==> config.mk <==
export PLATFORM = sky130hd
export DESIGN_NAME = coin_feeder
export DESIGN_NICKNAME = d
export VERILOG_FILES = /design/src/rtl/coin_feeder.sv
export SDC_FILE = /design/constraint.sdc
export NUM_CORES = 1
export LEC_CHECK = 0
export CORE_AREA = 2 2 58 60
export DETAILED_ROUTE_END_ITERATION = 12
export DIE_AREA = 0 0 60 62
export PLACE_DENSITY = 0.71
export SLEW_MARGIN = 20
export SYNTH_ARGS = -nofsm -noshare
export SYNTH_HDL_FRONTEND = slang
export SYNTH_SLANG_ARGS = --single-unit
==> constraint.sdc <==
create_clock -name clk -period 2.75 [get_ports clk]
set_input_delay 0.55 -clock clk [delete_from_list [all_inputs] [get_ports clk]]
set_output_delay 0.55 -clock clk [all_outputs]
set_load 0.1 [all_outputs]
==> src/rtl/coin_feeder.sv <==
// coin_feeder: drives a greedy sequence of one-cycle coin pulses (in5/in2/in1)
// into the vending FSM for a requested amount. It also counts the sodas and
// the change units that the FSM reports while the sequence runs.
// Ports: clk/rst_n (sync active-low); start/amount request; in1/in2/in5 coin pulses;
//        soda/out1/out2/out2x2 FSM responses; busy/done status; soda_cnt/change_sum results.
// All outputs are registered. The first pulse appears in the cycle after start is accepted.
module coin_feeder #(
  parameter int AMT_W  = 4,
  parameter int GAP    = 2,
  parameter int SODA_W = 4,
  parameter int CHG_W  = 6
) (
  input  logic              clk,
  input  logic              rst_n,
  input  logic              start,
  input  logic [AMT_W-1:0]  amount,
  output logic              in1,
  output logic              in2,
  output logic              in5,
  input  logic              soda,
  input  logic              out1,
  input  logic              out2,
  input  logic              out2x2,
  output logic              busy,
  output logic              done,
  output logic [SODA_W-1:0] soda_cnt,
  output logic [CHG_W-1:0]  change_sum
);

  localparam int GW = (GAP < 2) ? 1 : $clog2(GAP + 1);

  typedef enum logic [1:0] {
    ST_IDLE  = 2'd0,
    ST_PULSE = 2'd1,
    ST_GAP   = 2'd2,
    ST_FIN   = 2'd3
  } state_t;

  state_t           state, next_state;
  logic [AMT_W-1:0] remaining;
  logic [GW-1:0]    gap_cnt;

  // Coin choice for the pulse about to be registered. When a run starts, the
  // choice is made straight from `amount`, so the first pulse appears
  // without an extra cycle.
  logic [AMT_W-1:0] sel_src;
  logic [AMT_W-1:0] coin_val;
  logic             sel5, sel2;

  logic nxt_in1, nxt_in2, nxt_in5, nxt_busy, nxt_done;

  logic                 sample;
  logic [CHG_W:0]       chg_ext;
  logic [2:0]           chg_add;

  // State register
  always_ff @(posedge clk) begin
    if (!rst_n) state <= ST_IDLE;
    else        state <= next_state;
  end

  // Next-state logic
  always_comb begin
    next_state = state;
    case (state)
      ST_IDLE:  if (start) next_state = (amount == '0) ? ST_FIN : ST_PULSE;
      ST_PULSE: next_state = ST_GAP;
      ST_GAP:   if (gap_cnt == GW'(1))
                  next_state = (remaining != '0) ? ST_PULSE : ST_FIN;
      ST_FIN:   next_state = ST_IDLE;
      default:  next_state = ST_IDLE;
    endcase
  end

  // Greedy coin selection
  always_comb begin
    sel_src  = (state == ST_IDLE) ? amount : remaining;
    sel5     = (sel_src >= AMT_W'(5));
    sel2     = (sel_src >= AMT_W'(2));
    coin_val = sel5 ? AMT_W'(5) : (sel2 ? AMT_W'(2) : AMT_W'(1));
  end

  // Output logic: computed from the next state and registered below.
  always_comb begin
    nxt_in5  = (next_state == ST_PULSE) && sel5;
    nxt_in2  = (next_state == ST_PULSE) && !sel5 && sel2;
    nxt_in1  = (next_state == ST_PULSE) && !sel5 && !sel2;
    nxt_busy = (next_state == ST_PULSE) || (next_state == ST_GAP);
    nxt_done = (next_state == ST_FIN);
  end

  always_ff @(posedge clk) begin
    if (!rst_n) begin
      in1  <= 1'b0;
      in2  <= 1'b0;
      in5  <= 1'b0;
      busy <= 1'b0;
      done <= 1'b0;
    end else begin
      in1  <= nxt_in1;
      in2  <= nxt_in2;
      in5  <= nxt_in5;
      busy <= nxt_busy;
      done <= nxt_done;
    end
  end

  // Remaining amount is decremented at the same edge that registers the
  // pulse, so it already reflects the coin that is being shown.
  always_ff @(posedge clk) begin
    if (!rst_n) begin
      remaining <= '0;
    end else if (next_state == ST_PULSE) begin
      remaining <= sel_src - coin_val;
    end else if (state == ST_IDLE && start) begin
      remaining <= amount;
    end
  end

  always_ff @(posedge clk) begin
    if (!rst_n)                gap_cnt <= '0;
    else if (state == ST_PULSE) gap_cnt <= GW'(GAP);
    else if (state == ST_GAP)   gap_cnt <= gap_cnt - GW'(1);
  end

  // Response counters. The change lines use weights 4/2/1, which are exactly
  // the binary weights of {out2x2, out2, out1}.
  always_comb begin
    sample  = (state == ST_PULSE) || (state == ST_GAP);
    chg_add = {out2x2, out2, out1};
    chg_ext = {1'b0, change_sum} + (CHG_W+1)'(chg_add);
  end

  always_ff @(posedge clk) begin
    if (!rst_n) begin
      soda_cnt   <= '0;
      change_sum <= '0;
    end else if (state == ST_IDLE && start) begin
      soda_cnt   <= '0;
      change_sum <= '0;
    end else if (sample) begin
      if (soda && soda_cnt != '1)
        soda_cnt <= soda_cnt + SODA_W'(1);
      change_sum <= chg_ext[CHG_W] ? '1 : chg_ext[CHG_W-1:0];
    end
  end

endmodule
==> flow_metrics.py, run 1 <==
metrics = {
    "outcome": {
        "status": "finished clean",
    },
    "sta": {
        "fin_crit_ns": 2.55,
        "finClkSkew_ns": 0.00953,
        "finalHoldViolations": 0,
        "worst_pin_slew_ns": 0.420,
        "slew-limit-headroom_pct": 71.9,
        "slew_violations": 0,
        "final.period_utilization_pct": 92.7,
        "clock.fmax_ghz": 0.392,
        "finalSetupViolations": 0,
    },
    "yosys": {
        "synth_area_leader_cell": "dfxtp_1",
        "yosys_warnings": 0,
        "synth_top_area_share_pct": 33.1,
        "ys_types": 33,
        "synth.avg_cell_area_um2": 9.09,
        "synth-main-ff-cell": "dfxtp_1",
        "ys_seq_elements": 23,
        "synthTopCellsByArea": "dfxtp_1 33%, ha_1 12%, mux2_2 5.7%",
        "synth_async_sr_flop_share_pct": 0,
        "synth-edff-count": 0,
        "syn_inst": 153,
        "syn_area_um2": 1390,
        "synth_fp_nets": 179,
        "ys_seq_area_share_pct": 33.1,
    },
    "placement": {
        "placed_area_um2": 1670,
        "dp_hpwl_um": 2300,
        "dpl.cell_count": 224,
        "port_buffers": 25,
        "place_congestion": 0.776,
    },
    "drt": {
        "num_vias": 1209,
        "wl_per_cell_um": 13.1,
        "vias_per_cell": 5.30,
        "ant_nets": 0,
        "wirelength_um": 2990,
        "drt-initial-drc-count": 54,
        "drc": 0,
        "first_pass_iters": 4,
    },
    "die": {
        "die_w_um": 60,
        "die_height_um": 62,
        "core_um2": 3180,
        "row_count": 21,
        "initial_core_util_pct": 43.8,
        "io_pins": 26,
        "dieArea_um2": 3720,
    },
    "grt": {
        "track_usage_pct": 17.8,
        "grt_start_max_net_pins": 15,
        "grt_pass1_wl_um": 5030,
        "grt_overflow": 0,
        "grt_pass1_vias": 1149,
        "antenna_found_initial": 0,
    },
    "clock_tree": {
        "cts_max_level": 1,
        "cts.clk_slew.worst_paths_ns": 0.14,
        "cts.path.max_buffers": 2,
        "post_cts_buffers": 0,
        "cts-root-buf": "clkbuf_4",
        "clock_sinks": 23,
        "numCtsBuffers": 3,
        "insertion_delay_ns": 0.34,
        "tritoncts": "yes",
    },
    "critical_path": {
        "cp-start-kind": "flip-flop",
        "crit_chain": "inv_1 -> ha_2 -> mux2_2 -> nor3_1 -> o21ai_2 -> ha_1 -> nand2_1 -> o211a_1 -> o41ai_1",
        "end_kind": "flip-flop",
        "cp_slowest_cell": "mux2_2",
        "cp.required_ns": 2.97,
        "r2r-start": "state[0]",
        "crit_type": "flip-flop to flip-flop",
        "critPathArrivalTime_ns": 2.77,
        "regToRegEndpoint": "remaining[3]",
        "cp_max_fo": 6,
        "regToRegSetupSlack_ns": 0.20,
        "reg2regPathDepth": 9,
        "cp_slowest_stage_delay_ns": 0.40,
    },
    "layout": {
        "drive_gt1_share_pct": 18.1,
        "instances_no_fill": 228,
        "final_cell_mix": "23 x dfxtp_1, 18 x buf_4, 12 x ha_1",
        "mostFrequentLayoutCell": "dfxtp_1",
        "area_delta_synth_final_pct": 22.4,
        "layout.nets": 209,
        "final_area_um2": 1700,
        "utilization_pct": 53.6,
        "n_antenna_cell": 0,
    },
    "worst_hold_path": {
        "hold_end": "change_sum[4]",
        "hold_path.class": "flip-flop to flip-flop",
        "hold_depth": 2,
        "hold_start": "change_sum[4]",
    },
    "power": {
        "p_total_uw": 1550,
        "p_leak_uw": 0.000738,
        "vdd_drop_max_mv": 0.348,
        "p_per_area_nw_per_um2": 911,
    },
    "flow_run": {
        "maxCapViolCount": 0,
    },
}
logic make-up after synthesis:
kind of cell / Yosys count / synth area share, %
and+or+nand+nor: 47 / 17.4
buffers and inverters: 14 / 4.32
muxes: 12 / 10.2
adders and majority gates: 15 / 14.6
AOI/OAI and AO/OA: 35 / 16.0
xor gates and xnor gates: 7 / 4.41
DFF: 23 / 33.1
area by class of cell:
type | instances | area [um^2]
Fill cell | 295 | 1480
Multi-Input combinational cell | 116 | 878
Sequential cell | 23 | 460
Timing Repair Buffer | 28 | 235
Tap cell | 46 | 57.6
Inverter | 11 | 41.3
Clock buffer | 3 | 22.5
Clock inverter | 1 | 7.51
worst max path at each step:
stage                       start             to
floorplan           change_sum[0]  change_sum[3]
global placement        amount[1]   remaining[2]
detailed placement      amount[1]   remaining[3]
CTS                      state[0]   remaining[3]
global route             state[1]   remaining[3]
finish                   state[0]   remaining[3]
critical path: cells and delay by family (launching register included):
kind / cells / cell delay (ns)
AOI/OAI and AO/OA: 3 / 0.68
adders and majority gates: 2 / 0.58
buffers and inverters: 1 / 0.11
DFF: 1 / 0.37
muxes: 1 / 0.40
and+or+nand+nor: 2 / 0.29
power by group:
part	switching, uW	internal [uW]
clock network	115	55.9
logic	575	339
registers	61.8	404
synth_stat cells, drive strengths merged, types with 2 or more instances:
master and number:
and3 2, xor2 3, nor3 7, xnor2 4, nand2 10, fa 2
o21ai 11, inv 11, ha 13, nor4 4, nor2b 4, o211a 3
a211oi 2, o211ai 2, mux2 7, and2 3, a21o 2, clkbuf 2
mux2i 5, a31oi 2, nor2 10, nor3b 4, a21oi 10, dfxtp 23
state kept, by name (all words and copies together) (netlist names), 2 cells and up:
name        count
gap_cnt         2
soda_cnt        4
remaining       4
state           2
change_sum      6
per-stage QoR:
stage | worst slack, ns | TNS [ns] | hold WS, ns
after detailed placement | -0.0474 | -0.0474 | 0.491
after global routing | -0.00837 | -0.00837 | 0.575
after global placement | 0.0768 | 0 | 0.483
final | 0.200 | 0 | 0.510
after CTS | 0.0880 | 0 | 0.511
after floorplan | 0.240 | 0 | 0.490
layer usage:
metal / part of all wire (%) / track usage (%)
met1: 44 / 22.0
met2: 52 / 31.5
met3: 3.3 / 3.73
met4: 0.60 / 4.76
met5: 0 / 0
timing repair:
| action | CTS | global route |
|---|---|---|
| gates resized for setup | 0 | 3 |
| hold buffers | 0 | 0 |
| endpoints found under the setup margin | 0 | 3 |
(Power assumes the default switching activity.)
==> run 2, diff against run 1 <==
- ABC_AREA: unset -> 0
- CORE_AREA: 2 2 58 60 -> 2 2 50 71
- DIE_AREA: 0 0 60 62 -> 0 0 52 73
- DONT_BUFFER_PORTS: unset -> 1
- PLACE_DENSITY: 0.71 -> 0.58
==> run 2 against run 1 <==
  * Combinational power down 20%
  * Critical endpoint is now remaining[2]
  * Highest routed layer unchanged
  * Wire length shrank 1.3%
  * Core utilization decreased by 5.1 points
  * Non-clock buffer count is 16 lower
==> flow_metrics.py, run 2 (synthesis gave the netlist of run 1 again) <==
metrics = {
    "outcome": {
        "status": "finished clean",
    },
    "placement": {
        "port_buffers": 0,
        "place_congestion": 0.799,
        "dpl.cell_count": 202,
        "dp_hpwl_um": 2370,
    },
    "die": {
        "die_height_um": 73,
        "core_um2": 3220,
        "die_w_um": 52,
        "dieArea_um2": 3800,
        "io_pins": 26,
        "initial_core_util_pct": 43.2,
        "row_count": 25,
    },
    "critical_path": {
        "cp-start-kind": "flip-flop",
        "end_kind": "flip-flop",
        "critPathArrivalTime_ns": 2.67,
        "crit_type": "flip-flop to flip-flop",
        "cp_max_fo": 6,
        "cp.required_ns": 2.91,
    },
    "clock_tree": {
        "tritoncts": "yes",
        "insertion_delay_ns": 0.26,
        "post_cts_buffers": 0,
        "cts_hold_buf": 0,
        "cts.path.max_buffers": 2,
        "cts.clk_slew.worst_paths_ns": 0.08,
        "post_cts_resized": 0,
        "cts_max_level": 1,
        "cts-root-buf": "clkbuf_8",
        "numCtsBuffers": 3,
        "clock_sinks": 23,
    },
    "drt": {
        "vias_per_cell": 5.57,
        "drc": 0,
        "drt-initial-drc-count": 8,
        "wl_per_cell_um": 14.3,
        "ant_nets": 0,
        "first_pass_iters": 4,
        "wirelength_um": 2950,
        "num_vias": 1148,
    },
    "sta": {
        "clock.fmax_ghz": 0.398,
        "fin_crit_ns": 2.51,
        "slew_violations": 0,
        "worst_pin_slew_ns": 0.958,
        "slew-limit-headroom_pct": 36.0,
        "finalSetupTns_ns": 0,
        "finalSetupViolations": 0,
        "finClkSkew_ns": 0.00138,
        "finalHoldViolations": 0,
        "rsz0062_at_grt": "no",
        "final.period_utilization_pct": 91.4,
    },
    "layout": {
        "largest_reg_flops": 6,
        "mostFrequentLayoutCell": "dfxtp_1",
        "instances_no_fill": 206,
        "largestRegisters": "change_sum (6), remaining (4), soda_cnt (4)",
        "drive_gt1_share_pct": 15.1,
        "regMostFlops": "change_sum",
        "n_antenna_cell": 0,
        "area_delta_synth_final_pct": 12.1,
        "final_cell_mix": "23 x dfxtp_1, 12 x ha_1, 12 x buf_4",
        "layout.nets": 193,
    },
    "power": {
        "vdd_drop_max_mv": 0.561,
        "p_per_area_nw_per_um2": 971,
        "p_leak_uw": 0.000675,
    },
    "grt": {
        "grt_pass1_vias": 1197,
        "grt_start_max_net_pins": 13,
        "antenna_found_initial": 0,
        "track_usage_pct": 17.3,
        "grt_pass1_wl_um": 5020,
        "grt_overflow": 0,
    },
    "worst_hold_path": {
        "hold_path.class": "primary input to flip-flop",
    },
    "flow_run": {
        "maxCapViolCount": 0,
    },
}
## run 2: cell types whose count changed in the layout (fill, tap and decap cells not counted), sizes merged
cell / previous run / this run
clkbuf: 3 / 4
clkdlybuf4s50: 10 / 0
buf: 18 / 12
clkinvlp: 1 / 0
## run 2: cell type report
| type | instances | area, um^2 |
|---|---|---|
| multi-input cells | 116 | 873 |
| clock buffers | 4 | 45.0 |
| flip-flops and latches | 23 | 460 |
| repair buffers | 12 | 90.1 |
| inverters | 11 | 41.3 |
| fillers | 333 | 1660 |
| well taps | 40 | 50.0 |
## run 2: routing by layer
metal	routed length, um	global-route usage, %	part of all wire (%)
met4	24	6.14	0.81
met1	1200	18.3	41
met2	1560	32.1	53
met3	159	4.51	5.4
met5	0	0	0
## run 2: power breakdown
part / total [uW] / switching (uW) / internal [uW]
logic: 730 / 438 / 291
clock network: 208 / 105 / 103
registers: 577 / 173 / 404
total: 1510 / 716 / 799
## run 2: worst paths after layout
check	startpoint	endpoint	slack, ns	cells past startpoint
hold reg to reg	gap_cnt[1]	gap_cnt[1]	0.55	2
setup reg to reg	state[0]	remaining[2]	0.24	11
hold / removal	rst_n	done	0.41	1
setup / recovery	state[0]	remaining[2]	0.24	11
## run 2: critical path, cell delays in order, from the launching register on
cell and delay (ns):
dfxtp_1 0.34, inv_1 0.11, ha_2 0.29, mux2_2 0.40, inv_1 0.15, nor2_1 0.09, o21ai_2 0.18, inv_1 0.10
fa_1 0.41, xor2_1 0.16, nand2_1 0.07, o211a_1 0.13
## run 2: stage by stage
step	utilization [%]	area [um^2]	worst slack [ns]	total power (uW)	hold slack, ns
floorplan	-	1390	0.240	1160	0.490
global placement	47.0	1510	0.246	1290	0.506
detailed placement	47.0	1510	0.161	1320	0.540
CTS	48.3	1560	0.140	1530	0.404
global route	48.4	1560	0.0465	1630	0.395
finish	48.4	1560	0.237	1510	0.409
==> run 3, diff against run 2 <==
==> constraint.sdc (replaced) <==
create_clock -name clk -period 2.75 [get_ports clk]
set_input_delay 0.275 -clock clk [delete_from_list [all_inputs] [get_ports clk]]
set_output_delay 0.275 -clock clk [all_outputs]
set_load 0.1 [all_outputs]
==> results of run 3 <==
Same layout as run 2 (identical final DEF). Status: finished clean.
Among the figures that moved: hold slack 0.409 ns -> 0.134 ns
